==> src/rtl/irq_pending_latch_if.sv <==
// irq_pending_latch_if: request/mask/encoder/handshake bundle for irq_pending_latch.
// The master side is the environment: request lines, mask, encoder result and consumer ack.
// The slave side is the latch itself.
interface irq_pending_latch_if #(
  parameter int N    = 8,
  parameter int ID_W = 3
);
  logic [N-1:0]    req_in;
  logic [N-1:0]    mask_in;
  logic [N-1:0]    pend_x;
  logic [ID_W-1:0] enc_y;
  logic            enc_valid;
  logic            irq_out;
  logic [ID_W-1:0] irq_id;
  logic            irq_ack;
  logic [N-1:0]    pending;

  modport master (
    output req_in, mask_in, enc_y, enc_valid, irq_ack,
    input  pend_x, irq_out, irq_id, pending
  );

  modport slave (
    input  req_in, mask_in, enc_y, enc_valid, irq_ack,
    output pend_x, irq_out, irq_id, pending
  );
endinterface

==> src/rtl/irq_pending_latch.sv <==
// irq_pending_latch: captures rising edges on the request lines into sticky
// pending bits, feeds the masked vector to an external priority encoder and
// presents one interrupt at a time over an irq/ack handshake.
// Optional feature macro: IRQ_SYNC_EN adds a two-flop synchronizer on req_in
// (4-edge request-to-irq latency); without it req_in is captured by a single
// flop (3-edge latency) and must already be synchronous to clk.
module irq_pending_latch #(
  parameter int N    = 8,
  parameter int ID_W = 3
) (
  input logic                 clk,
  input logic                 rst,
  irq_pending_latch_if.slave  bus
);

  typedef enum logic [1:0] {
    IDLE   = 2'd0,
    ASSERT = 2'd1,
    GUARD  = 2'd2
  } state_t;

  logic [N-1:0]    s2;
  logic [N-1:0]    s3;
  logic [N-1:0]    edge_p;
  logic [N-1:0]    pend_q;
  logic [N-1:0]    clr;
  state_t          state;
  state_t          state_next;
  logic [ID_W-1:0] id_q;
  logic [ID_W-1:0] id_next;

`ifdef IRQ_SYNC_EN
  logic [N-1:0] s1;

  // Two-flop synchronizer for the asynchronous request lines.
  always_ff @(posedge clk) begin
    if (rst) begin
      s1 <= '0;
      s2 <= '0;
    end else begin
      s1 <= bus.req_in;
      s2 <= s1;
    end
  end
`else
  // Single capture flop; req_in is assumed synchronous to clk.
  always_ff @(posedge clk) begin
    if (rst) begin
      s2 <= '0;
    end else begin
      s2 <= bus.req_in;
    end
  end
`endif

  // History flop for edge detection; reset to 0 so a line high at release counts as an edge.
  always_ff @(posedge clk) begin
    if (rst) begin
      s3 <= '0;
    end else begin
      s3 <= s2;
    end
  end

  assign edge_p = s2 & ~s3;

  // Sticky pending bits: a fresh edge wins over a same-cycle clear.
  always_ff @(posedge clk) begin
    if (rst) begin
      pend_q <= '0;
    end else begin
      pend_q <= (pend_q & ~clr) | edge_p;
    end
  end

  // FSM state and latched interrupt index.
  always_ff @(posedge clk) begin
    if (rst) begin
      state <= IDLE;
      id_q  <= '0;
    end else begin
      state <= state_next;
      id_q  <= id_next;
    end
  end

  // Next-state, index capture and the ack-driven pending clear.
  always_comb begin
    state_next = state;
    id_next    = id_q;
    clr        = '0;
    unique case (state)
      IDLE: begin
        if (bus.enc_valid) begin
          id_next    = bus.enc_y;
          state_next = ASSERT;
        end
      end
      ASSERT: begin
        if (bus.irq_ack) begin
          clr        = {{(N-1){1'b0}}, 1'b1} << id_q;
          state_next = GUARD;
        end
      end
      GUARD: begin
        state_next = IDLE;
      end
      default: begin
        state_next = IDLE;
      end
    endcase
  end

  assign bus.pending = pend_q;
  assign bus.pend_x  = pend_q & bus.mask_in;
  assign bus.irq_out = (state == ASSERT);
  assign bus.irq_id  = id_q;

endmodule
==> src/flat_wrapper.sv <==
// flat-port wrapper written by rule: the top's interface ports become plain ports
module irq_pending_latch_flat 
#(
  parameter int N    = 8,
  parameter int ID_W = 3
)
  (clk, rst, bus_req_in, bus_mask_in, bus_enc_y, bus_enc_valid, bus_irq_ack, bus_pend_x, bus_irq_out, bus_irq_id, bus_pending);
  irq_pending_latch_if #(.N(N), .ID_W(ID_W)) bus_i ();
  input logic clk;
  input logic rst;
  input wire logic [$bits(bus_i.req_in)-1:0] bus_req_in;
  input wire logic [$bits(bus_i.mask_in)-1:0] bus_mask_in;
  input wire logic [$bits(bus_i.enc_y)-1:0] bus_enc_y;
  input wire logic [$bits(bus_i.enc_valid)-1:0] bus_enc_valid;
  input wire logic [$bits(bus_i.irq_ack)-1:0] bus_irq_ack;
  output wire logic [$bits(bus_i.pend_x)-1:0] bus_pend_x;
  output wire logic [$bits(bus_i.irq_out)-1:0] bus_irq_out;
  output wire logic [$bits(bus_i.irq_id)-1:0] bus_irq_id;
  output wire logic [$bits(bus_i.pending)-1:0] bus_pending;
  assign bus_i.req_in = bus_req_in;
  assign bus_i.mask_in = bus_mask_in;
  assign bus_i.enc_y = bus_enc_y;
  assign bus_i.enc_valid = bus_enc_valid;
  assign bus_i.irq_ack = bus_irq_ack;
  assign bus_pend_x = bus_i.pend_x;
  assign bus_irq_out = bus_i.irq_out;
  assign bus_irq_id = bus_i.irq_id;
  assign bus_pending = bus_i.pending;
  irq_pending_latch #(.N(N), .ID_W(ID_W)) u_core (.clk(clk), .rst(rst), .bus(bus_i));
endmodule
==> config.mk <==
export PLATFORM = sky130hd
export DESIGN_NAME = irq_pending_latch_flat
export DESIGN_NICKNAME = d
export VERILOG_FILES = /design/src/rtl/irq_pending_latch_if.sv /design/src/rtl/irq_pending_latch.sv /design/src/flat_wrapper.sv
export SDC_FILE = /design/constraint.sdc
export NUM_CORES = 1
export LEC_CHECK = 0
export CAP_MARGIN = 20
export CORE_ASPECT_RATIO = 1.2
export CORE_MARGIN = 8
export CORE_UTILIZATION = 38
export DETAILED_ROUTE_END_ITERATION = 12
export PLACE_DENSITY = 0.78
export RECOVER_POWER = 50
export SLEW_MARGIN = 20
export SYNTH_ARGS = -nofsm -noshare
export SYNTH_HDL_FRONTEND = slang
export SYNTH_SLANG_ARGS = --single-unit
export TNS_END_PERCENT = 10
==> constraint.sdc <==
create_clock -name clk -period 1.37 [get_ports clk]
set_input_delay 0.274 -clock clk [delete_from_list [all_inputs] [get_ports clk]]
set_output_delay 0.274 -clock clk [all_outputs]
set_load 0.01 [all_outputs]
==> results of run 1 <==
## stage by stage
stage	cells	util [%]	area, µm²
2_1_floorplan	98	-	1020
3_3_place_gp	176	59.6	1520
3_5_place_dp	176	59.6	1520
4_1_cts	184	62.5	1600
5_1_grt	184	60.3	1540
6_report	184	60.3	1540
## state kept, by name, indices dropped and copies added, names as in the netlist
register,cells
u_core.bus.irq_id,3
u_core.s2,8
u_core.s3,8
u_core.bus.pending,8
u_core.state,2
## final cells by class
cell class / instances / area (µm²)
Fill cell: 247 / 1010
Sequential cell: 29 / 583
Timing Repair Buffer: 48 / 405
Multi-Input combinational cell: 57 / 390
Clock buffer: 7 / 55.1
Tap cell: 33 / 41.3
Inverter: 9 / 33.8
Clock inverter: 1 / 30.0
## critical path, cell delays in order
cell	delay [ns]
clkdlybuf4s50_1	0.44
and2_1	0.11
clkdlybuf4s15_1	0.23
## routing by layer
metal | track usage [%] | vias to the layer above
met5 | 0 | -
li1 | - | 426
met4 | 5.96 | 0
met2 | 16.9 | 33
met1 | 10.1 | 378
met3 | 5.07 | 2
## layout by cell type (no fill, tap or decap), types with 2 or more instances in the layout
cell / count
dfxtp_1: 27
clkdlybuf4s50_1: 22
nor2b_1: 18
dlygate4sd2_1: 11
inv_1: 9
and2_1: 8
a22o_1: 8
a21oi_1: 6
clkbuf_2: 6
nor2_1: 5
clkbuf_4: 5
mux2i_1: 4
buf_4: 4
buf_2: 3
a31oi_1: 2
clkbuf_1: 2
dfxtp_2: 2
## power by group through the flow
stage          logic, mW  clock network (mW)  registers [mW]
2_1_floorplan     0.0986                   0           0.949
3_3_place_gp       0.285                   0           0.935
3_5_place_dp       0.289                   0           0.936
4_1_cts            0.269               0.732           0.916
5_1_grt            0.273               0.773           0.922
6_report           0.250               0.713           0.916
## how the worst max path moves through the flow
| stage | to | slack (ns) | cells past startpoint |
|---|---|---|---|
| floorplan | u_core.bus.pending[3] | 0.34 | 3 |
| global placement | bus_pend_x[2] | -0.28 | 3 |
| detailed placement | bus_pend_x[1] | -0.30 | 3 |
| CTS | bus_irq_out | 0.0008 | 2 |
| global route | bus_pend_x[3] | 0.004 | 3 |
| finish | bus_pend_x[3] | 0.03 | 3 |
## cell families after synthesis
group	count (synthesis)
simple gates	37
compound gates	16
flops	29
buf+inv	12
mux	4
## what timing repair did
| action | CTS | global route |
|---|---|---|
| gates resized for setup | 32 | 11 |
| endpoints found under the hold margin | 0 | 0 |
| setup endpoints to repair | 20 | 9 |
==> impl_metrics.env, run 1 <==
export IMPL_synthTopCellsByArea="dfxtp_1, nor2b_1, a22o_1, and2_1, mux2i_1"
export IMPL_grt_max_degree=26
export IMPL_ff2ff_path_depth=4
export IMPL_min_to="u_core.s3[6]"
export IMPL_antenna_found_initial=0
export IMPL_clkLatencyLatePin_ns=0.32
export IMPL_dieArea_mm2=0.00459
export IMPL_wl_met1_um=944
export IMPL_cts_max_level=2
export IMPL_layout_nets=173
export IMPL_wl_mm=2.30
export IMPL_vias=839
export IMPL_synth_edf_count=0
export IMPL_synth_compound_area_share_pct=11.1
export IMPL_report_power_total_mw=1.88
export IMPL_grt_pass1_vias=821
export IMPL_min_path_type="reg2reg"
export IMPL_synth_top_area_cell="dfxtp_1"
export IMPL_cts_sinks=29
export IMPL_yosysWarnings=0
export IMPL_synth_fp_nets=121
export IMPL_pre_cts_ws_ns=-0.304
export IMPL_worstMarginPinSlew_ns=0.452
export IMPL_end_kind="primary output"
export IMPL_ios=43
export IMPL_startpoint_type="primary input"
export IMPL_synth_xor_area_share_pct=0
export IMPL_post_route_min_period_ns=1.34
export IMPL_drive_gt1_share_pct=16.6
export IMPL_antenna_left=0
export IMPL_placement_io_buffers=42
export IMPL_rrSetupSlack_ns=0.16
export IMPL_ir_drop_uv=879
export IMPL_slew_headroom_pct=69.8
export IMPL_num_rows=20
export IMPL_ys_seq_elements=29
export IMPL_cts_buffer_depth=2
export IMPL_netlist_area_mm2=0.00102
export IMPL_root_buffer="clkbuf_4"
export IMPL_sw_frac_of_total_pct=21.2
export IMPL_drtIter0Drc=12
export IMPL_max_cap_violations=0
export IMPL_critical_path_class="in2out"
export IMPL_via_per_inst=4.56
export IMPL_crit_arrival_ns=1.06
export IMPL_avgSynthCellArea_um2=10.4
export IMPL_firstDrtPassIters=2
export IMPL_worst_ep_required_time_ns=1.10
export IMPL_startpoint="bus_mask_in[3]"
export IMPL_finClkSkew_ns=0.0135
export IMPL_fmax_ghz=0.747
export IMPL_die_h_um=72.6
export IMPL_dieWidth_um=63.2
export IMPL_cts_made_buffers=5
export IMPL_finalWorstSetupSlack_ns=0.0314
export IMPL_status="finished, final reports clean"
export IMPL_synth_simple_area_share_pct=23.2
export IMPL_top_layer_used="met4"
export IMPL_muxShareOfSynthArea_pct=3.94
export IMPL_dr_wl_met2_mm=1.11
export IMPL_drc=0
export IMPL_fin_crit_sh_pct=97.7
export IMPL_min_from="u_core.s2[6]"
export IMPL_core_area_mm2=0.00255
export IMPL_grt_setup_unrepaired="no"
export IMPL_setup_viol=0
export IMPL_hold_depth=1
export IMPL_hold_viol=0
export IMPL_r2r_start="u_core.state[1]"
export IMPL_cts_setup_buffers=0
export IMPL_p_leak_nw=0.692
export IMPL_async_reset_ff_share_pct=0
export IMPL_hpwlAfterDp_mm=1.80
export IMPL_synthMostInstantiatedCell="dfxtp_1"
export IMPL_seq_area_frac_synth_pct=57.1
export IMPL_ys_flop_type="dfxtp_1"
export IMPL_ys_types=16
export IMPL_p_per_area_mw_per_mm2=1220
export IMPL_antenna_cells=0
export IMPL_synth_top_family_by_area="simple AND/OR/NAND/NOR gates"
export IMPL_track_usage_pct=10.2
export IMPL_p_seq_share_pct=48.8
export IMPL_yosysTopAreaCellShare_pct=57.1
export IMPL_grt_first_pass_wirelength_mm=3.73
export IMPL_start_util_pct=39.8
export IMPL_power_frac_comb_pct=13.3
export IMPL_areaGrowthSynthToFinish_pct=51.5
export IMPL_cts_hold_buf=0
export IMPL_worstPathMaxFanout=1
export IMPL_whs_ns=0.456
export IMPL_maxSlewViolCount=0
export IMPL_gp_congestion=0.672
export IMPL_routedWlPerCell_um=12.5
export IMPL_synthCells=98
export IMPL_pwr_share_clk_pct=37.9
export IMPL_power_switching_mw=0.399
export IMPL_timing_rr_end="u_core.bus.pending[3]"
export IMPL_clk_pin_slew_ns=0.10
export IMPL_synthAdderAreaFrac_pct=0
export IMPL_wl_met3_um=217
export IMPL_fin_tns_setup_ns=0
export IMPL_internal_power_mw=1.48
export IMPL_grt_overflow=0
export IMPL_cts_tree="yes"
export IMPL_ys_top_cells_by_count="dfxtp_1, nor2b_1, inv_1, a22o_1, and2_1"
Power figures use the tool's default switching activity.
==> run 2, diff against run 1 <==
CORE_MARGIN = not set   (was 8)
==> impl_metrics.env, run 2 (synthesis results as in run 1) <==
export IMPL_maxSlewViolCount=0
export IMPL_cts_buffer_depth=2
export IMPL_cp_slowest_cell="clkdlybuf4s50_1"
export IMPL_firstDrtPassIters=4
export IMPL_areaGrowthSynthToFinish_pct=48.9
export IMPL_start_util_pct=40.2
export IMPL_drtIter0Drc=8
export IMPL_end_kind="primary output"
export IMPL_cts_sinks=29
export IMPL_via_per_inst=4.46
export IMPL_ios=43
export IMPL_crit_arrival_ns=1.08
export IMPL_clkLatencyLatePin_ns=0.32
export IMPL_startpoint_type="primary input"
export IMPL_cts_max_level=2
export IMPL_wl_mm=1.94
export IMPL_cts_setup_buffers=0
export IMPL_core_area_mm2=0.00253
export IMPL_grt_first_pass_wirelength_mm=3.19
export IMPL_fin_tns_setup_ns=0
export IMPL_grt_util_met2_pct=25.0
export IMPL_finalWorstSetupSlack_ns=0.0174
export IMPL_critPathTopFamily="buffers and inverters"
export IMPL_grt_max_degree=26
export IMPL_hpwlAfterDp_mm=1.50
export IMPL_cts_hold_buf=0
export IMPL_clk_pin_slew_ns=0.07
export IMPL_routedWlPerCell_um=10.5
export IMPL_drc=0
export IMPL_status="finished, final reports clean"
export IMPL_critical_path_class="in2out"
export IMPL_worst_ep_required_time_ns=1.10
export IMPL_antenna_cells=0
export IMPL_fin_crit_sh_pct=98.7
export IMPL_hold_viol=0
export IMPL_finClkSkew_ns=0.00442
export IMPL_max_cap_violations=0
export IMPL_antenna_found_initial=0
export IMPL_dieWidth_um=49.2
export IMPL_p_per_area_mw_per_mm2=1070
export IMPL_track_usage_pct=15.4
export IMPL_ir_drop_uv=798
export IMPL_die_h_um=58.6
export IMPL_seq_area_um2=583
export IMPL_grt_setup_unrepaired="yes"
export IMPL_multiInputGateArea_um2=383
export IMPL_p_leak_nw=0.674
export IMPL_num_rows=20
export IMPL_layout_common_cells="dfxtp_1, clkdlybuf4s50_1, nor2b_1"
export IMPL_cts_made_buffers=5
export IMPL_layout_commonest_cell="dfxtp_1"
export IMPL_antenna_left=0
export IMPL_met1_usage_pct=16.4
export IMPL_min_path_type="reg2reg"
export IMPL_placement_io_buffers=42
export IMPL_vias=826
export IMPL_grt_pass1_vias=758
export IMPL_cts_tree="yes"
export IMPL_drive_gt1_share_pct=11.8
export IMPL_crit_chain="clkdlybuf4s50_1 -> and2_1 -> dlygate4sd2_1"
export IMPL_pre_cts_ws_ns=-0.316
export IMPL_setup_viol=0
export IMPL_fill_cells=237
export IMPL_dieArea_mm2=0.00289
export IMPL_worstMarginPinSlew_ns=0.454
export IMPL_crit_buf_inv=2
export IMPL_layout_nets=174
export IMPL_post_route_min_period_ns=1.35
export IMPL_grt_busiest_layer="met2"
export IMPL_gp_congestion=0.703
export IMPL_cpPeakStageDelay_ns=0.44
export IMPL_root_buffer="clkbuf_4"
export IMPL_grt_overflow=0
export IMPL_worstPathMaxFanout=1
export IMPL_use_met3_pct=6.72
export IMPL_slew_headroom_pct=69.7
export IMPL_fmax_ghz=0.739
-- run 2: path summary, 6_finish.rpt --
| kind | depth (start not counted) | slack (ns) | to | from |
|---|---|---|---|---|
| worst max-delay path | 3 | 0.02 | bus_pend_x[0] | bus_mask_in[0] |
| worst min-delay path | 1 | 0.47 | u_core.s3[2] | u_core.s2[2] |
| worst max register to register | 5 | 0.12 | u_core.bus.irq_id[1] | u_core.state[0] |
| worst min register to register | 1 | 0.47 | u_core.s3[2] | u_core.s2[2] |
-- run 2: stage by stage --
| stage | instances | hold slack (ns) | total power, mW | utilization [%] | area, µm² |
|---|---|---|---|---|---|
| floorplan | 98 | 0.388 | 1.05 | - | 1020 |
| global placement | 177 | 0.452 | 1.22 | 60.5 | 1530 |
| detailed placement | 177 | 0.459 | 1.23 | 60.5 | 1530 |
| CTS | 185 | 0.471 | 1.65 | 61.5 | 1560 |
| global route | 185 | 0.482 | 1.72 | 59.9 | 1510 |
| finish | 185 | 0.469 | 1.62 | 59.9 | 1510 |
-- run 2: cell type report --
cell class                 instances  area share, %
multi-input combinational         57           25.3
timing repair buffer              49           28.0
inverter                           9           2.23
clock buffer                       8           3.23
tap                               33           2.73
sequential                        29           38.5
-- run 2: what timing repair did --
| action | in CTS | in global routing |
|---|---|---|
| gates cloned | 0 | 0 |
| endpoints found under the hold margin | 0 | 0 |
| endpoints found under the setup margin | 20 | 8 |
| gates resized for setup | 28 | 9 |
-- run 2: layer usage --
layer | up-vias | wire (µm)
li1 | 426 | -
met1 | 364 | 811
met2 | 31 | 941
met3 | 5 | 134
met4 | 0 | 51
met5 | - | 0
-- run 2: worst reg2reg max path: stages (launching register included) --
cell and delay, ns:
dfxtp_1 0.31, buf_4 0.14, nor3b_1 0.19, clkbuf_1 0.23
mux2i_1 0.21, nor2_1 0.05
-- run 2: where the power goes --
| part | switching (mW) | leakage [nW] | internal (mW) |
|---|---|---|---|
| registers | 0.0216 | 0.240 | 0.893 |
| logic | 0.0977 | 0.407 | 0.152 |
| clock network | 0.256 | 0.0265 | 0.204 |
==> run 3, diff against run 2 <==
CORE_UTILIZATION = 25   (was 38)
PLACE_DENSITY = 0.57   (was 0.78)
==> impl_metrics.env, run 3 (synthesis results as in run 1) <==
export IMPL_routedWlPerCell_um=10.1
export IMPL_clkLatencyLatePin_ns=0.28
export IMPL_max_cap_violations=0
export IMPL_grt_overflow=0
export IMPL_multiInputGateArea_um2=390
export IMPL_setup_viol=0
export IMPL_wl_mm=2.09
export IMPL_seq_area_um2=581
export IMPL_worstPathMaxFanout=1
export IMPL_clk_pin_slew_ns=0.06
export IMPL_worstMarginPinSlew_ns=0.195
export IMPL_core_area_mm2=0.00391
export IMPL_fin_tns_setup_ns=0
export IMPL_post_route_min_period_ns=1.32
export IMPL_drive_gt1_share_pct=15.7
export IMPL_dieArea_mm2=0.00432
export IMPL_min_path_type="reg2reg"
export IMPL_final_util_pct=40.8
export IMPL_finClkSkew_ns=0.00296
export IMPL_report_power_total_mw=1.83
export IMPL_placement_io_buffers=42
export IMPL_grt_pass1_vias=818
export IMPL_antenna_cells=0
export IMPL_grt_first_pass_wirelength_mm=3.52
export IMPL_cts_made_buffers=5
export IMPL_slew_headroom_pct=87.0
export IMPL_fin_crit_sh_pct=96.7
export IMPL_p_leak_nw=0.702
export IMPL_start_util_pct=26.0
export IMPL_via_per_inst=4.04
export IMPL_layout_common_cells="dfxtp_1, clkdlybuf4s50_1, nor2b_1"
export IMPL_hpwlAfterDp_mm=1.58
export IMPL_status="finished, final reports clean"
export IMPL_p_per_area_mw_per_mm2=1150
export IMPL_cts_hold_buf=0
export IMPL_crit_arrival_ns=1.05
export IMPL_pre_cts_ws_ns=-0.291
export IMPL_fill_cells=403
export IMPL_dpl_instance_area_mm2=0.00156
export IMPL_drc=0
export IMPL_cts_tree="yes"
export IMPL_min_from="u_core.s2[1]"
export IMPL_cp_slowest_cell="clkdlybuf4s50_1"
export IMPL_layout_nets=175
export IMPL_antenna_found_initial=0
export IMPL_finalNonFillerCells=207
export IMPL_final_area_mm2=0.00159
export IMPL_whs_ns=0.468
export IMPL_num_rows=25
export IMPL_antenna_left=0
export IMPL_cts_buffer_depth=2
export IMPL_track_usage_pct=11.3
export IMPL_cts_sinks=29
export IMPL_grt_max_degree=26
export IMPL_dieWidth_um=60.2
export IMPL_drtIter0Drc=13
export IMPL_worst_ep_required_time_ns=1.10
export IMPL_areaGrowthSynthToFinish_pct=56.9
export IMPL_r2r_start="u_core.state[1]"
export IMPL_hold_viol=0
export IMPL_maxSlewViolCount=0
export IMPL_vias=837
export IMPL_ir_drop_uv=331
export IMPL_startpoint_type="primary input"
export IMPL_critical_path_class="in2out"
export IMPL_cts_max_level=2
export IMPL_crit_buf_inv=2
export IMPL_crit_chain="clkdlybuf4s50_1 -> and2_1 -> clkdlybuf4s15_1"
export IMPL_grt_setup_unrepaired="no"
export IMPL_critPathTopFamily="buffers and inverters"
export IMPL_cpPeakStageDelay_ns=0.44
export IMPL_ios=43
export IMPL_gp_congestion=0.698
export IMPL_root_buffer="clkbuf_8"
export IMPL_dp_cells=199
export IMPL_finalWorstSetupSlack_ns=0.0451
export IMPL_startpoint="bus_mask_in[7]"
export IMPL_layout_commonest_cell="dfxtp_1"
export IMPL_firstDrtPassIters=3
export IMPL_die_h_um=71.8
export IMPL_end_kind="primary output"
export IMPL_fmax_ghz=0.755
run 3: cell types whose count changed in the layout (fill, tap and decap cells not counted), sizes merged:
cell | previous run | this run
clkinv | 0 | 2
dlygate4sd3 | 0 | 1
clkinvlp | 0 | 1
clkdlybuf4s50 | 22 | 21
clkdlybuf4s15 | 3 | 1
run 3: final timing paths:
path                           end  slack, ns  depth (start not counted)
max                  bus_pend_x[7]       0.05                          3
min                   u_core.s3[1]       0.47                          1
max reg2reg  u_core.bus.pending[0]       0.17                          4
min reg2reg           u_core.s3[1]       0.47                          1
run 3: power breakdown:
| group | internal [mW] | switching [mW] |
|---|---|---|
| Sequential | 0.894 | 0.0233 |
| Clock | 0.349 | 0.305 |
| Combinational | 0.159 | 0.0988 |
| Total | 1.40 | 0.427 |
run 3: area by class of cell:
cell class	count	area share, %
Tap cell	54	4.24
Inverter	9	2.12
Clock buffer	5	4.32
Sequential cell	29	36.4
Timing Repair Buffer	50	27.3
Clock inverter	3	1.10
Multi-Input combinational cell	57	24.5
run 3: metal layers:
metal	wire length [µm]	share of wire [%]	up-vias	global-route usage (%)
li1	-	-	430	-
met1	881	42	375	12.6
met2	1020	49	27	17.3
met3	124	5.9	5	3.97
met4	61	2.9	0	8.53
met5	0	0	-	0
run 3: timing repair:
action,4_1_cts,5_1_grt
buffers inserted,0,0
gates resized for setup,24,12
setup endpoints to repair,20,9
==> variant: new RTL, config.mk and constraints of run 3 <==
Build with the macro `IRQ_SYNC_EN` defined.
--- a/src/rtl/irq_pending_latch.sv
+++ b/src/rtl/irq_pending_latch.sv
@@ -5,4 +5,6 @@
 // (4-edge request-to-irq latency); without it req_in is captured by a single
 // flop (3-edge latency) and must already be synchronous to clk.
+`define IRQ_SYNC_EN
+
 module irq_pending_latch #(
   parameter int N    = 8,
Formal check against the unedited RTL: not equivalent (Yosys sat finds a counterexample within 4 cycles, from zero or initial values and one cycle with rst high).
==> variant against run 3 <==
Total power up 36%; sequential cell count up 8; critical path type unchanged; cell area up 17%; worst setup slack worse by 0.018 ns; first-iteration DRC count up 62%; routed wire length up 11%; synthesized area up 21%; register-to-register slack worse by 0.04 ns.
==> variant: results (changes against run 3) <==
The worst setup skew after layout is 0.00352 ns (was 0.00296 ns), and the register area share after synthesis is 60.2% (was 57.1%). The average instance area after synthesis is 10.7 um^2 (was 10.4 um^2). The area growth from synthesis to final layout was 51.8% (was 56.9%); the count of yosys warnings during synthesis was 0 (unchanged).

The share of synthesized area spent on multiplexers works out to 3.25% (was 3.94%). Clock root buffer: clkbuf_8 (unchanged). The fraction of power consumed by sequential logic was 46.1% (was 50.2%). The fraction of layout cells with a size suffix above 1 is 11.8% (was 15.7%). The number of buffers added by the clock tree synthesis step is 5 (unchanged), and the leakage power is 0.807 nW (was 0.702 nW). The tools report the launch point of the worst hold path as u_core.s1[5] (was u_core.s2[1]).

The worst-case vdd ir drop was 0.735 mV (was 0.331 mV); the per-cell via count in the routed design was 4.03 (was 4.04). Per-cell routed wire length: 10.2 um (was 10.1 um). The number of distinct standard cells referenced by the synthesized netlist is 16 (unchanged).

Clock-pin slew was measured on the worst setup and hold paths at 0.07 ns. The clock group power was 1.10 mW (was 0.654 mW); the compound-gate portion of the synthesized area was 9.15% (was 11.1%). For the detailed-router iteration count before antenna repair, the log shows 3 (unchanged). The via count of the first global-routing pass is 824 (was 818). The count of H-tree levels built during CTS is 2 (unchanged), and the number of antenna violations at the first check in global routing is 0 (unchanged). For the filler-free cell count of the finished design, the log shows 227 (was 207).

Biggest area contributors in the synthesized netlist: dfxtp_1, nor2b_1, a22o_1 (unchanged). Endpoint of the most critical register-to-register path: u_core.bus.pending[7] (was u_core.bus.pending[0]). The path depth of the worst reg2reg path is 4 (unchanged).

The first-pass GRT wire length was 3620 um (was 3520 um); the global placer's final weighted congestion was 0.663 (was 0.698). The arrival time reported for the critical path endpoint was 1.07 ns (was 1.05 ns); the post-place instance area was 0.00178 mm^2 (was 0.00156 mm^2). The internal power of the cells is 2.00 mW (was 1.40 mW), and the largest fanout on the critical path is 1 (unchanged). For the relative max-transition margin, the log shows 75.8% (was 87.0%). The tools report the number of DRC violations after detailed-routing iteration 0 as 21 (was 13). The xor and xnor fraction of the mapped netlist area was 0% (unchanged); the worst setup timing slack at the placement stage was -0.282 ns (was -0.291 ns). Synthesized net count: 138 (was 121). Layout filler cell count: 495 (was 403). The total of max-cap violations was 0 (unchanged). The flow ran to the end, and the final reports show no timing, DRC or antenna violations. Top post-synthesis cells by count: dfxtp_1, nor2b_1, inv_1, a22o_1, and2_1 (unchanged).

The worst setup path startpoint was bus_mask_in[4] (was bus_mask_in[7]). The last element of the critical path is bus_pend_x[4] (was bus_pend_x[7]). The pin count of the biggest net entering global routing came out at 24 (was 26). The internal reg-to-reg setup slack was 0.13 ns (was 0.17 ns); the number of placed instances, taps included was 219 (was 199). The total global routing track utilization is 9.71% (was 11.3%), and the worst-case setup margin in the final layout is 0.0273 ns (was 0.0451 ns).

The half-perimeter wire length after detailed placement was 1680 um (was 1580 um); the delay of the slowest cell on the worst path was 0.45 ns. The start of the worst register-to-register path is u_core.state[1] (unchanged). The tools report the final net count as 191 (was 175).
[variant: cell count changes after synthesis]
cell	delta
clkbuf_1	-1
buf_1	+1
nor2b_1	+8
buf_2	+1
dfxtp_1	+8
[variant: timing repair]
| item | in CTS | in global routing |
|---|---|---|
| endpoints found under the hold margin | 0 | 0 |
| pin swaps | 0 | 0 |
| resized for setup | 25 | 9 |
| setup endpoints to repair | 20 | 7 |
[variant: layout make-up]
cell class / count / share of cell area [%]
Sequential cell: 37 / 39.6
Clock buffer: 5 / 3.68
Timing Repair Buffer: 50 / 24.2
Tap cell: 58 / 3.88
Inverter: 9 / 1.81
Multi-Input combinational cell: 65 / 23.4
Clock inverter: 3 / 3.48
[variant: cell families after synthesis]
| group | Yosys count |
|---|---|
| compound gates | 16 |
| buf+inv | 13 |
| flops | 37 |
| mux | 4 |
| simple gates | 45 |
[variant: worst min path at each step]
stage	slack, ns	to	cells past startpoint
finish	0.44	u_core.s2[5]	1
global route	0.46	u_core.s2[6]	1
CTS	0.44	u_core.s2[5]	1
detailed placement	0.42	u_core.s2[5]	1
global placement	0.42	u_core.s2[4]	1
floorplan	0.39	u_core.state[1]	2
[variant: metrics by stage]
| stage | power (mW) | hold WS, ns |
|---|---|---|
| floorplan | 1.28 | 0.388 |
| global placement | 1.43 | 0.423 |
| detailed placement | 1.44 | 0.422 |
| CTS | 2.52 | 0.439 |
| global route | 2.58 | 0.460 |
| finish | 2.48 | 0.436 |
[variant: layer usage]
layer  part of all wire (%)  GRT usage [%]  wire length [um]
met1                     41           9.60               952
met2                     49           16.0              1140
met3                    6.9           4.31               161
met4                    3.3           6.60                76
met5                      0              0                 0
[variant: worst max-delay path, delay by kind of cell]
kind                   cells  cell delay [ns]
buffers and inverters      2             0.68
AND/OR/NAND/NOR            1             0.12
